--- src/rtl/branch_target_table.sv ---
// Small branch target table: each entry holds an absolute target or a PC-relative signed offset.
// After reset or flush the table walks through INIT, writing defaults, before accepting requests.
module branch_target_table #(
    parameter int unsigned ADDR_W = 2,
    parameter int unsigned TGT_W  = 10,
    parameter int unsigned PC_W   = 10
) (
    input  logic              Clk,
    input  logic              Reset_n,
    input  logic              flush,
    input  logic              rd_en,
    input  logic [ADDR_W-1:0] rd_addr,
    input  logic [PC_W-1:0]   pc_in,
    output logic              rd_valid,
    output logic [PC_W-1:0]   target,
    input  logic              wr_valid,
    output logic              wr_ready,
    input  logic [ADDR_W-1:0] wr_addr,
    input  logic [TGT_W-1:0]  wr_data,
    input  logic              wr_rel,
    output logic              busy
);

    localparam int unsigned Depth = 2 ** ADDR_W;

    if (PC_W < TGT_W) begin : g_param_check
        $error("branch_target_table: PC_W must be >= TGT_W");
    end

    typedef enum logic [0:0] {StInit, StRun} state_e;

    state_e              state_q, state_d;
    logic [ADDR_W-1:0]   cnt_q, cnt_d;
    logic                rd_valid_q, rd_valid_d;
    logic [PC_W-1:0]     target_q, target_d;

    // Table storage has no reset; contents become defined only by the INIT walk.
    logic [TGT_W-1:0]    mem_data_q [Depth];
    logic [Depth-1:0]    mem_rel_q;

    logic                mem_we;
    logic [ADDR_W-1:0]   mem_waddr;
    logic [TGT_W-1:0]    mem_wdata;
    logic                mem_wrel;

    logic                wr_fire, rd_fire;
    logic [TGT_W-1:0]    rd_data;
    logic                rd_rel;
    logic signed [TGT_W-1:0] rd_sdata;

    assign busy     = (state_q == StInit);
    assign wr_ready = (state_q == StRun) && !flush;
    assign rd_valid = rd_valid_q;
    assign target   = target_q;

    assign wr_fire  = wr_valid && wr_ready;
    assign rd_fire  = rd_en && (state_q == StRun) && !flush;

    always_comb begin
        state_d   = state_q;
        cnt_d     = cnt_q;
        mem_we    = 1'b0;
        mem_waddr = cnt_q;
        mem_wdata = '0;
        mem_wrel  = 1'b0;
        unique case (state_q)
            StInit: begin
                if (flush) begin
                    cnt_d = '0;
                end else begin
                    mem_we    = 1'b1;
                    mem_waddr = cnt_q;
                    // Entry 0 defaults to a relative offset of -1.
                    if (cnt_q == '0) begin
                        mem_wdata = '1;
                        mem_wrel  = 1'b1;
                    end
                    if (cnt_q == '1) begin
                        state_d = StRun;
                    end
                    cnt_d = cnt_q + 1'b1;
                end
            end
            StRun: begin
                if (flush) begin
                    state_d = StInit;
                    cnt_d   = '0;
                end else if (wr_fire) begin
                    mem_we    = 1'b1;
                    mem_waddr = wr_addr;
                    mem_wdata = wr_data;
                    mem_wrel  = wr_rel;
                end
            end
            default: state_d = StInit;
        endcase
    end

    // Write-first: a same-edge write to the read address is forwarded into the read.
    always_comb begin
        rd_data = mem_data_q[rd_addr];
        rd_rel  = mem_rel_q[rd_addr];
        if (wr_fire && (wr_addr == rd_addr)) begin
            rd_data = wr_data;
            rd_rel  = wr_rel;
        end
        rd_sdata   = rd_data;
        rd_valid_d = rd_fire;
        target_d   = target_q;
        if (rd_fire) begin
            if (rd_rel) begin
                target_d = pc_in + PC_W'(rd_sdata);
            end else begin
                target_d = PC_W'(rd_data);
            end
        end
    end

    always_ff @(posedge Clk or negedge Reset_n) begin
        if (!Reset_n) begin
            state_q    <= StInit;
            cnt_q      <= '0;
            rd_valid_q <= 1'b0;
            target_q   <= '0;
        end else begin
            state_q    <= state_d;
            cnt_q      <= cnt_d;
            rd_valid_q <= rd_valid_d;
            target_q   <= target_d;
        end
    end

    always_ff @(posedge Clk) begin
        if (mem_we) begin
            mem_data_q[mem_waddr] <= mem_wdata;
            mem_rel_q[mem_waddr]  <= mem_wrel;
        end
    end

endmodule

--- config.mk ---
export PLATFORM = sky130hd
export DESIGN_NAME = branch_target_table
export DESIGN_NICKNAME = d
export VERILOG_FILES = /design/src/rtl/branch_target_table.sv
export SDC_FILE = /design/constraint.sdc
export NUM_CORES = 1
export LEC_CHECK = 0
export CORE_ASPECT_RATIO = 1.2
export CORE_MARGIN = 10
export CORE_UTILIZATION = 32
export DETAILED_ROUTE_END_ITERATION = 7
export GPL_TIMING_DRIVEN = 1
export HOLD_SLACK_MARGIN = 0.06
export PLACE_DENSITY_LB_ADDON = 0.12
export SLEW_MARGIN = 20
export SYNTH_ARGS = -nofsm -noshare
export SYNTH_HDL_FRONTEND = slang
export SYNTH_SLANG_ARGS = --single-unit
--- constraint.sdc ---
create_clock -name Clk -period 3.6 [get_ports Clk]
set_clock_uncertainty 0.15 [all_clocks]
set_input_delay 1.08 -clock Clk [delete_from_list [all_inputs] [get_ports Clk]]
set_output_delay 1.08 -clock Clk [all_outputs]
set_load 0.005 [all_outputs]
==> flow_summary.ini <==
[outcome]
outcome = finished clean

[cells_and_area]
mostFrequentLayoutCells = edfxtp_1 (44), clkdlybuf4s50_1 (36), buf_4 (31)
utilization = 0.447
ff_latch_area_um2 = 1670
multi_input_area_um2 = 1320
nFillCells = 850
nNetsFinal = 338
layout-drive-gt1-share = 0.302
n_antenna_cell = 0
layout_commonest_cell = edfxtp_1
area.growth.synth_to_final_pct = 35.6

[sta]
hold_violations = 0
drv_slew = 0
max-slew-margin-rel = 0.568
tightest_slew_ns = 0.646
finalSetupViolations = 0
max_freq_ghz = 0.287
rsz0062_at_grt = true
fin_crit_sh = 0.968
period_needed_ns = 3.48

[global_route]
antenna_found_initial = 0
grt_pass1_vias = 2125
grt_max_degree = 20
overflow = 0
grt_usage = 0.104
grt_first_pass_wirelength_um = 11000

[floorplan]
fp.dieH_um = 126
floorplan.initialDensity = 0.329
pin_count = 43
die_w_um = 108
rows = 38
die_area_um2 = 13600
core_area_um2 = 9080

[power_and_ir_drop]
p_per_area_nw_per_um2 = 494
total_power_w = 0.00201
leakagePower_nw = 1.63
irDropWorstVdd_mv = 0.167

[logic_synthesis]
seq_area_frac_synth = 0.559
ys_ff_latch = 58
syn_inst = 219
synth_fa_ha_area_frac = 0.0527
synth_nets = 261
synthSimpleGateAreaFrac = 0.0866
synth_top_family_by_area = multiplexers
yosysWarnings = 0
synthMuxAreaShare = 0.146
syn_area_um2 = 2990
synth_compound_area_frac = 0.101
yosysUniqueCellTypes = 42
syn_avg_cell_area_um2 = 13.7
synthXorXnorAreaFrac = 0.0205

[setup_path]
criticalPathCategory = input port to flip-flop
crit_fanout = 6
worstSetupStartpointType = input port
worstPathRequired_ns = 3.64
arrival_ns = 3.52
critPathCaptureType = flip-flop

[placement]
io_buffers = 42
hpwl_um = 5180
place.gp.congestion = 0.689

[clock_network]
cts-root-buf = clkbuf_8
cts_tree = built
cts.sinks = 58
htree_levels = 3
cts_buffers = 9
insertion_delay_ns = 0.32
cts.hold.buffers_added = 0
clk_pin_slew_ns = 0.07
cts_buffer_depth = 2

[route]
post_drt_wl_per_cell_um = 16.2
avgViaCountPerCell = 4.66
top_layer = met4
vias = 1962
wl_met3_um = 279
first_pass_iters = 4
drc = 0
wl_met2_um = 3480
drtIter0Drc = 77
ant_nets = 0
wirelength_um = 6830
route.layer.met1.wl_um = 2970

[job]
maxCapViolCount = 0

[min_path]
hold_class = flip-flop to flip-flop
-- synthesized netlist by cell type (all sizes together) --
cell / n / share of area
edfxtp: 44 / 0.44
nand2: 18 / 0.023
a21o: 14 / 0.035
dfrtp: 14 / 0.12
o21ai: 14 / 0.023
ha: 11 / 0.046
mux4: 11 / 0.083
a21oi: 10 / 0.017
mux2: 9 / 0.036
nor2: 9 / 0.011
inv: 8 / 0.010
mux2i: 8 / 0.027
buf: 7 / 0.020
nor2b: 6 / 0.015
xnor2: 4 / 0.012
a31oi: 3 / 0.0063
clkbuf: 3 / 0.0038
xor2: 3 / 0.0088
and2: 2 / 0.0042
nand2b: 2 / 0.0042
nand3: 2 / 0.0033
nor3b: 2 / 0.0088
o21a: 2 / 0.0050
or3: 2 / 0.0042
a211o: 1 / 0.0029
a31o: 1 / 0.0029
and3b: 1 / 0.0029
fa: 1 / 0.0067
nand3b: 1 / 0.0025
nand4: 1 / 0.0021
nand4b: 1 / 0.0029
o2111ai: 1 / 0.0029
o211ai: 1 / 0.0025
o31a: 1 / 0.0029
or4: 1 / 0.0025
-- metrics by stage --
stage / std cells / hold slack [ns] / instance area, um^2 / setup WS (ns) / setup TNS (ns)
detailed placement: 402 / 0.325 / 3840 / -0.709 / -4.03
floorplan: 219 / 0.323 / 3070 / -0.250 / -0.385
global placement: 402 / 0.318 / 3840 / -0.664 / -3.89
finish: 421 / 0.331 / 4060 / 0.115 / 0
global route: 421 / 0.374 / 4060 / -0.00226 / -0.00226
CTS: 420 / 0.340 / 4040 / 0.000321 / 0
-- final timing paths --
kind	from	endpoint	slack, ns	cells after the start
hold reg to reg	target[2]$_DFFE_PN0P_	target[2]$_DFFE_PN0P_	0.33	2
setup / recovery	flush	target[6]$_DFFE_PN0P_	0.12	14
max in group asynchronous	Reset_n	target[4]$_DFFE_PN0P_	1.88	1
hold / removal	target[2]$_DFFE_PN0P_	target[2]$_DFFE_PN0P_	0.33	2
min in group asynchronous	Reset_n	target[8]$_DFFE_PN0P_	1.01	1
setup reg to reg	state_q$_DFF_PN0_	target[6]$_DFFE_PN0P_	0.47	13
-- layout make-up --
class | instances | share of cell area
repair buffers | 76 | 0.171
clock buffers | 11 | 0.0324
flip-flops and latches | 58 | 0.412
clock inverters | 5 | 0.0136
inverters | 8 | 0.00740
multi-input cells | 143 | 0.326
well taps | 120 | 0.0370
-- per-layer routing --
layer,GRT usage,up-vias
li1,-,977
met1,0.123,944
met2,0.175,34
met3,0.0250,7
met4,0.0449,0
met5,0,-
-- power by group --
group	switching (W)	internal, W
registers	0.0000373	0.000842
clock network	0.000255	0.000318
logic	0.000239	0.000315
-- cell families (layout without fill, tap and decap cells) --
logic type,Yosys count,in the layout
multiplexers,28,28
buffers and inverters,18,100
AND/OR/NAND/NOR,48,48
adder cells (fa/ha/maj),12,12
AO/OA/AOI/OAI,48,48
flip-flops,58,58
XOR/XNOR,7,7
-- critical path, cell delays in order --
cell     delay (ns)
buf_6          0.09
and3b_1        0.22
nor3b_4        0.23
buf_12         0.15
mux2_4         0.32
ha_4           0.17
inv_2          0.05
fa_2           0.22
nor2b_2        0.05
o31a_1         0.25
o21a_1         0.18
or3_1          0.30
a31oi_1        0.14
o21ai_1        0.07
-- repair_timing --
item,CTS,global route
endpoints found under the setup margin,6,4
buffers inserted,2,1
gates cloned,0,0
pin swaps,9,6
gates resized for setup,30,2
-- flip-flops by register name, summed over array words and instances (netlist names) --
signal and count:
target 10, state_q 1, mem_data_q 40, mem_rel_q 4
cnt_q 2, rd_valid 1
Power figures use the tool's default switching activity.
